**src/rtl/fifo_rd_unpack_if.sv**
```systemverilog
// Handshake bundle for fifo_rd_unpack: wide FIFO read port (FWFT) plus the narrow
// valid/ready output stream. master = unpacker side, slave = FIFO/downstream side.
interface fifo_rd_unpack_if #(
    parameter int IN_WIDTH  = 256,
    parameter int OUT_WIDTH = 64
);
    logic [IN_WIDTH-1:0]  fifo_data;
    logic                 fifo_empty;
    logic                 fifo_pop;
    logic                 m_valid;
    logic                 m_ready;
    logic [OUT_WIDTH-1:0] m_data;
    logic                 m_last;

    modport master (
        input  fifo_data, fifo_empty, m_ready,
        output fifo_pop, m_valid, m_data, m_last
    );

    modport slave (
        output fifo_data, fifo_empty, m_ready,
        input  fifo_pop, m_valid, m_data, m_last
    );
endinterface

```
**src/rtl/fifo_rd_unpack.sv**
```systemverilog
// Pops IN_WIDTH words from a first-word-fall-through FIFO and replays each as RATIO
// OUT_WIDTH beats (LSB first). Optional stall counter under FIFO_RD_UNPACK_PERF_EN.
module fifo_rd_unpack #(
    parameter int IN_WIDTH   = 256,
    parameter int OUT_WIDTH  = 64,
    parameter int RATIO      = IN_WIDTH / OUT_WIDTH,
    parameter int log2_RATIO = $clog2(RATIO)
) (
    input  logic                   clk,
    input  logic                   rst_n,
    input  logic                   clr,
    fifo_rd_unpack_if.master       bus,
    output logic                   busy
`ifdef FIFO_RD_UNPACK_PERF_EN
    ,
    output logic [31:0]            stall_cnt
`endif
);

    typedef enum logic {
        EMPTY = 1'b0,
        FULL  = 1'b1
    } state_e;

    localparam logic [log2_RATIO-1:0] LAST_BEAT = log2_RATIO'(RATIO - 1);

    state_e                state_q, state_d;
    logic [IN_WIDTH-1:0]   hold_q, hold_d;
    logic [log2_RATIO-1:0] beat_cnt_q, beat_cnt_d;

    logic                  valid;
    logic                  at_last;
    logic                  accept;
    logic                  last_acc;
    logic                  pop;
    logic [OUT_WIDTH-1:0]  beat_data;

    always_ff @(posedge clk or negedge rst_n) begin
        if (!rst_n) begin
            state_q    <= EMPTY;
            hold_q     <= '0;
            beat_cnt_q <= '0;
        end else begin
            state_q    <= state_d;
            hold_q     <= hold_d;
            beat_cnt_q <= beat_cnt_d;
        end
    end

    always_comb begin
        valid    = (state_q == FULL);
        at_last  = (beat_cnt_q == LAST_BEAT);
        accept   = valid & bus.m_ready;
        last_acc = accept & at_last;
        // Refill on the final accepted beat so back-to-back words stream without a bubble.
        pop      = rst_n & ~clr & ~bus.fifo_empty & ((state_q == EMPTY) | last_acc);

        state_d    = state_q;
        hold_d     = hold_q;
        beat_cnt_d = beat_cnt_q;

        if (clr) begin
            state_d    = EMPTY;
            hold_d     = '0;
            beat_cnt_d = '0;
        end else if (pop) begin
            state_d    = FULL;
            hold_d     = bus.fifo_data;
            beat_cnt_d = '0;
        end else if (last_acc) begin
            state_d    = EMPTY;
            beat_cnt_d = '0;
        end else if (accept) begin
            beat_cnt_d = beat_cnt_q + 1'b1;
        end
    end

    always_comb begin
        beat_data = '0;
        for (int unsigned i = 0; i < RATIO; i++) begin
            if (beat_cnt_q == log2_RATIO'(i)) begin
                beat_data = hold_q[i*OUT_WIDTH +: OUT_WIDTH];
            end
        end
    end

    assign bus.fifo_pop = pop;
    assign bus.m_valid  = valid;
    assign bus.m_data   = beat_data;
    assign bus.m_last   = valid & at_last;
    assign busy         = valid;

`ifdef FIFO_RD_UNPACK_PERF_EN
    logic [31:0] stall_cnt_q, stall_cnt_d;

    always_ff @(posedge clk or negedge rst_n) begin
        if (!rst_n) begin
            stall_cnt_q <= '0;
        end else begin
            stall_cnt_q <= stall_cnt_d;
        end
    end

    always_comb begin
        stall_cnt_d = stall_cnt_q;
        if (clr) begin
            stall_cnt_d = '0;
        end else if (valid && !bus.m_ready && (stall_cnt_q != '1)) begin
            stall_cnt_d = stall_cnt_q + 32'd1;
        end
    end

    assign stall_cnt = stall_cnt_q;
`endif

endmodule

```
**src/flat_wrapper.sv**
```systemverilog
// flat-port wrapper written by rule: the top's interface ports become plain ports
module fifo_rd_unpack_flat 
#(
    parameter int IN_WIDTH   = 256,
    parameter int OUT_WIDTH  = 64,
    parameter int RATIO      = IN_WIDTH / OUT_WIDTH,
    parameter int log2_RATIO = $clog2(RATIO)
)
  (clk, rst_n, clr, busy, bus_fifo_data, bus_fifo_empty, bus_m_ready, bus_fifo_pop, bus_m_valid, bus_m_data, bus_m_last);
  fifo_rd_unpack_if #(.IN_WIDTH(IN_WIDTH), .OUT_WIDTH(OUT_WIDTH)) bus_i ();
  input  logic clk;
  input  logic rst_n;
  input  logic clr;
  output logic busy;
  input wire logic [$bits(bus_i.fifo_data)-1:0] bus_fifo_data;
  input wire logic [$bits(bus_i.fifo_empty)-1:0] bus_fifo_empty;
  input wire logic [$bits(bus_i.m_ready)-1:0] bus_m_ready;
  output wire logic [$bits(bus_i.fifo_pop)-1:0] bus_fifo_pop;
  output wire logic [$bits(bus_i.m_valid)-1:0] bus_m_valid;
  output wire logic [$bits(bus_i.m_data)-1:0] bus_m_data;
  output wire logic [$bits(bus_i.m_last)-1:0] bus_m_last;
  assign bus_i.fifo_data = bus_fifo_data;
  assign bus_i.fifo_empty = bus_fifo_empty;
  assign bus_i.m_ready = bus_m_ready;
  assign bus_fifo_pop = bus_i.fifo_pop;
  assign bus_m_valid = bus_i.m_valid;
  assign bus_m_data = bus_i.m_data;
  assign bus_m_last = bus_i.m_last;
  fifo_rd_unpack #(.IN_WIDTH(IN_WIDTH), .OUT_WIDTH(OUT_WIDTH), .RATIO(RATIO), .log2_RATIO(log2_RATIO)) u_core (.clk(clk), .rst_n(rst_n), .clr(clr), .bus(bus_i), .busy(busy));
endmodule
```
**config.mk**
```make
export PLATFORM = sky130hd
export DESIGN_NAME = fifo_rd_unpack_flat
export DESIGN_NICKNAME = d
export VERILOG_FILES = /design/src/rtl/fifo_rd_unpack_if.sv /design/src/rtl/fifo_rd_unpack.sv /design/src/flat_wrapper.sv
export SDC_FILE = /design/constraint.sdc
export NUM_CORES = 1
export LEC_CHECK = 0
export ABC_AREA = 1
export BUFFER_PORTS_ARGS = -buffer_cell sky130_fd_sc_hd__buf_2
export CAP_MARGIN = 0
export CORE_UTILIZATION = 55
export DETAILED_ROUTE_END_ITERATION = 10
export PLACE_DENSITY = 0.83
export SYNTH_ARGS = -nofsm -noshare
export SYNTH_HDL_FRONTEND = slang
export SYNTH_SLANG_ARGS = --single-unit
```
**constraint.sdc**
```tcl
create_clock -name clk -period 3.6 [get_ports clk]
set_input_delay 0.72 -clock clk [delete_from_list [all_inputs] [get_ports clk]]
set_output_delay 0.72 -clock clk [all_outputs]
set_load 0.005 [all_outputs]
```
# ---- Word-level counts from Yosys, hierarchy flattened
# Index checks and enable logic that the tools add are counted.
# W data, S select, Z words.
dict set report classes {
  add_sub_neg 1
  multipliers 0
  div 0
  n_lt_le_gt_ge 0
  eq_ne 3
  shift 0
  mux 13
  bitwise_logic 10
  reduce_logical 4
}
# cell n
set op_table {}
lappend op_table {{$mux W256} 2}
lappend op_table {{$mux W64} 4}
lappend op_table {{$mux W2} 4}
lappend op_table {{$and A1 B1 Y1} 6}
lappend op_table {{$eq A2 B2 Y1 const B} 2}
lappend op_table {{$reduce_bool A4 Y1} 1}
lappend op_table {{$mux W1} 3}
lappend op_table {{$not A1 Y1} 3}
lappend op_table {{$reduce_bool A3 Y1} 1}
lappend op_table {{$add A2 B1 Y2 const B} 1}
lappend op_table {{$eq A2 B1 Y1 const B} 1}
lappend op_table {{$logic_not A2 Y1} 1}
lappend op_table {{$reduce_bool A2 Y1} 1}
lappend op_table {{$or A1 B1 Y1} 1}
dict set report word_totals {
  ff_bits 259
  latch_bits 0
  mem_bits_rw 0
  romBits 0
  in_bits 261
  out_inout_bits 68
  elab_cells 34
  n_memories 0
}

# ---- Longest topological paths before layout
dict set report logic_depth {
  depth_word 6
  ltp_mapped 9
  mapped_depth_nobuf 6
}

# ---- Least setup slack after synthesis
# OpenSTA, ideal clock, no wires.
dict set report synth_timing {
  path_kind {reg2out}
  from {reg u_core.beat_cnt_q[0]}
  to {out bus_m_data[36]}
  arrival_time_ps 1474
  required_time_ps 2880
  setup_slack_ps 1406
  path_stages_with_launch 7
  path_buffers 2
  cell_sequence {dfrtp_1 > inv_1 > ha_1 > clkbuf_1 > clkbuf_1 > a21oi_1 > a22oi_1}
}
dict set report synth_between {
  elab_chain_cells 5
  elab_cells_between_ends 8
  cone_classes {eq/ne: 3; mux: 4; reduce/logical: 1}
}
# element line
set synth_rtl {}
lappend synth_rtl {{start: declaration} fifo_rd_unpack.sv:29} ;# logic [log2_RATIO-1:0] beat_cnt_q, beat_cnt_d;
lappend synth_rtl {{start signal: assignment} fifo_rd_unpack.sv:46} ;# beat_cnt_q <= beat_cnt_d;
lappend synth_rtl {{$logic_not A2 Y1} fifo_rd_unpack.sv:81} ;# if (beat_cnt_q == log2_RATIO'(i)) begin
lappend synth_rtl {{$mux W64 (3 in a row)} fifo_rd_unpack.sv:81}
lappend synth_rtl {{$mux W64 (*)} fifo_rd_unpack.sv:81}
lappend synth_rtl {{end: declaration} flat_wrapper.sv:20} ;# output wire logic [$bits(bus_i.m_data)-1:0] bus_m_data;
# Mark *: on every way between the ends. The rest lies on a longest branch, timed or not.

# ---- Worst setup path in the final report
dict set report layout_timing {
  from {reg u_core.beat_cnt_q[0]}
  to {out bus_m_data[33]}
}
# Same word-level chain as after synthesis.

==> impl_metrics.csv <==
group,metric,value,unit
sta,rsz0062_at_grt,"false",
clocking,h-tree-depth,1,
final_layout,fill_cells,1735,
synth,synth_seq_cells,259,
power,vdd_ir_drop_max,0.415,mV
power,p_sw,0.00177,W
global_route,grt_pass1_vias,11000,
power,swShare,0.256,
sta,period_share,0.929,
synth,syn_nets,1870,
power,p_comb_frac,0.115,
sta,tns,0,ns
placement,portBuffers,328,
sta,report.final.slew_viol_count,0,
clocking,clock-sinks,259,
clocking,cts_setup_buffers,0,
synth,synth_seq_area_share,0.542,
critical_path,critPathLaunchType,"flop",
placement,hpwl,22.2,mm
outcome,status,"complete, no violations",
drt,dr.pass1.iters,5,
sta,slew_headroom,0.303,
drt,via_per_inst,5.23,
drt,final_antenna_net_count,0,
run,cap_violations,0,
power,p_int,0.00516,W
global_route,grt_remaining_overflow,0,
drt,routedWlPerCell,15.5,um
synth,ys_warn_count,0,
floorplanning,die_h,149,um
worst_hold_path,hold_class,"in -> async",
sta,post-route-min-period,3.35,ns
final_layout,final_common_cell,"nand2_1",
floorplanning,initial_core_util,0.565,
synth,post_synth.cell_area_avg,7.45,um^2
placement,gp_congestion,0.938,
critical_path,cp_max_fo,27,
clocking,cts_tree,"done",
final_layout,syn_to_final_growth,23.0,%
drt,drt-initial-drc-count,752,
floorplanning,num_rows,53,
power,p_per_area,471,nW/um^2
power,leakage,8.41,nW
final_layout,instances_no_fill,2182,
sta,worstMarginPinSlew,1.05,ns
synth,synthCells,1605,
clocking,clock_latency,0.54,ns
final_layout,nets,2143,
clocking,cts_max_path_buffers,3,
final_layout,final_cell_mix,"956 x nand2_1, 327 x buf_2, 259 x dfrtp_1",
critical_path,critPathCaptureType,"output pin",
drt,post-route-drc-count,0,
global_route,track_usage,0.299,
global_route,grt_start_max_net_pins,148,
global_route,antenna_found_initial,9,
sta,fmax,299,MHz
clocking,cts_buffers,28,
critical_path,reg2reg_slack,0.76,ns
clocking,path_clk_slew,0.06,ns
floorplanning,core_area,21200,um^2
synth,synth.distinct_cells,22,
drt,vias,11400,
sta,clock_skew,0.00981,ns
floorplanning,die_w,149,um
critical_path,worstPathRequired,2.88,ns
critical_path,cp.arrival,2.63,ns
floorplanning,fp.dieArea,22300,um^2
global_route,grt_pass1_wl,53.0,mm
final_layout,drive_gt1_frac,0.215,
sta,hold_viol_final,0,
sta,setup_viol,0,
drt,routed_wl,33.8,mm
critical_path,critPathKind,"reg -> out",
synth,synth_area,12000,um^2
floorplanning,io-pin-count,329,
placement,place_inst,2123,
power,seq_power_share,0.454,
clocking,root_buffer,"clkbuf_16",
power,p_clk_frac,0.431,
==> power groups by stage <==
| stage | Sequential (W) | Combinational (W) | Clock (W) |
|---|---|---|---|
| floorplan | 0.00317 | 0.000403 | 0 |
| global placement | 0.00319 | 0.000781 | 0 |
| detailed placement | 0.00319 | 0.000794 | 0 |
| CTS | 0.00314 | 0.000799 | 0.00302 |
| global route | 0.00316 | 0.000890 | 0.00314 |
| finish | 0.00315 | 0.000794 | 0.00298 |
==> Yosys cell counts <==
| cell type | n | share of area |
|---|---|---|
| dfrtp_1 | 259 | 0.54 |
| buf_4 | 6 | 0.0038 |
| buf_1 | 12 | 0.0038 |
| inv_2 | 2 | 0.00063 |
| buf_2 | 46 | 0.019 |
| nand3_2 | 1 | 0.00084 |
| nand2_1 | 956 | 0.30 |
| a21oi_2 | 1 | 0.00073 |
| clkinv_1 | 1 | 0.00031 |
| nand4_1 | 2 | 0.0010 |
| inv_1 | 10 | 0.0031 |
| nand3_1 | 3 | 0.0013 |
| ha_1 | 4 | 0.0042 |
| nor2_1 | 60 | 0.019 |
| nor2_8 | 1 | 0.0017 |
| nor2_4 | 1 | 0.00094 |
| a22oi_1 | 4 | 0.0025 |
| clkbuf_1 | 40 | 0.013 |
| nor3_1 | 1 | 0.00042 |
| xor2_1 | 1 | 0.00073 |
| o21ai_0 | 70 | 0.029 |
| a21oi_1 | 124 | 0.052 |
==> metal layers <==
| metal | vias to the layer above | global-route usage | share of wire |
|---|---|---|---|
| met1 | 5283 | 0.372 | 0.40 |
| met2 | 482 | 0.493 | 0.48 |
| met4 | 4 | 0.168 | 0.047 |
| li1 | 5520 | - | - |
| met5 | - | 0 | 0.00074 |
| met3 | 118 | 0.0543 | 0.072 |
==> registers in the layout, summed over array words and instances, names as in the netlist <==
register / cells
u_core.beat_cnt_q: 2
u_core.bus.m_valid: 1
u_core.hold_q: 256
==> worst max-delay path, stage by stage, from the launching register on <==
cell and delay, ns:
dfrtp_1 0.45, ha_2 0.62, buf_4 0.43, a21oi_1 0.07, a22oi_1 0.34, buf_2 0.18
==> through the flow <==
stage,utilization,cell area [um^2],worst slack [ns],power [W],hold slack [ns]
6_report,0.695,14700,0.254,0.00693,0.0305
4_1_cts,0.694,14700,0.0635,0.00696,0.0323
3_3_place_gp,0.649,13700,0.741,0.00397,0.453
2_1_floorplan,-,12000,1.41,0.00357,0.424
3_5_place_dp,0.649,13700,0.682,0.00399,0.458
5_1_grt,0.695,14700,0.0793,0.00718,0.0496
==> cell families (layout without fill, tap and decap cells) <==
kind of cell / Yosys count / count (layout) / synth area share
xor+xnor: 1 / 1 / 0.000733
simple gates: 1025 / 1025 / 0.325
compound gates: 199 / 199 / 0.0845
fa+ha+maj: 4 / 4 / 0.00419
other cells: 0 / 8 / 0
flops: 259 / 259 / 0.542
buf+inv: 117 / 411 / 0.0434
==> cell type report <==
type,count,area [um^2],share of cell area
Inverter,13,51.3,0.00349
Sequential cell,259,6480,0.441
Clock inverter,15,156,0.0106
Clock buffer,36,812,0.0552
Multi-Input combinational cell,1229,4980,0.338
Timing Repair Buffer,347,1870,0.127
Tap cell,275,344,0.0234
Antenna cell,8,20.0,0.00136
==> timing repair <==
item,CTS,global route
endpoints found under the setup margin,0,21
hold buffers,0,0
gates resized for setup,0,2
==> worst paths after layout <==
kind	end	cells after the start	start
max	bus_m_data[33]	5	u_core.beat_cnt_q[0]
min	u_core.hold_q[130]	1	rst_n
max reg2reg	u_core.hold_q[251]	8	u_core.beat_cnt_q[0]
min reg2reg	u_core.hold_q[38]	2	u_core.hold_q[38]
max in group asynchronous	u_core.hold_q[27]	3	rst_n
min in group clk	u_core.hold_q[130]	3	bus_fifo_data[130]
Note: power is estimated with default switching activity, not from simulation.
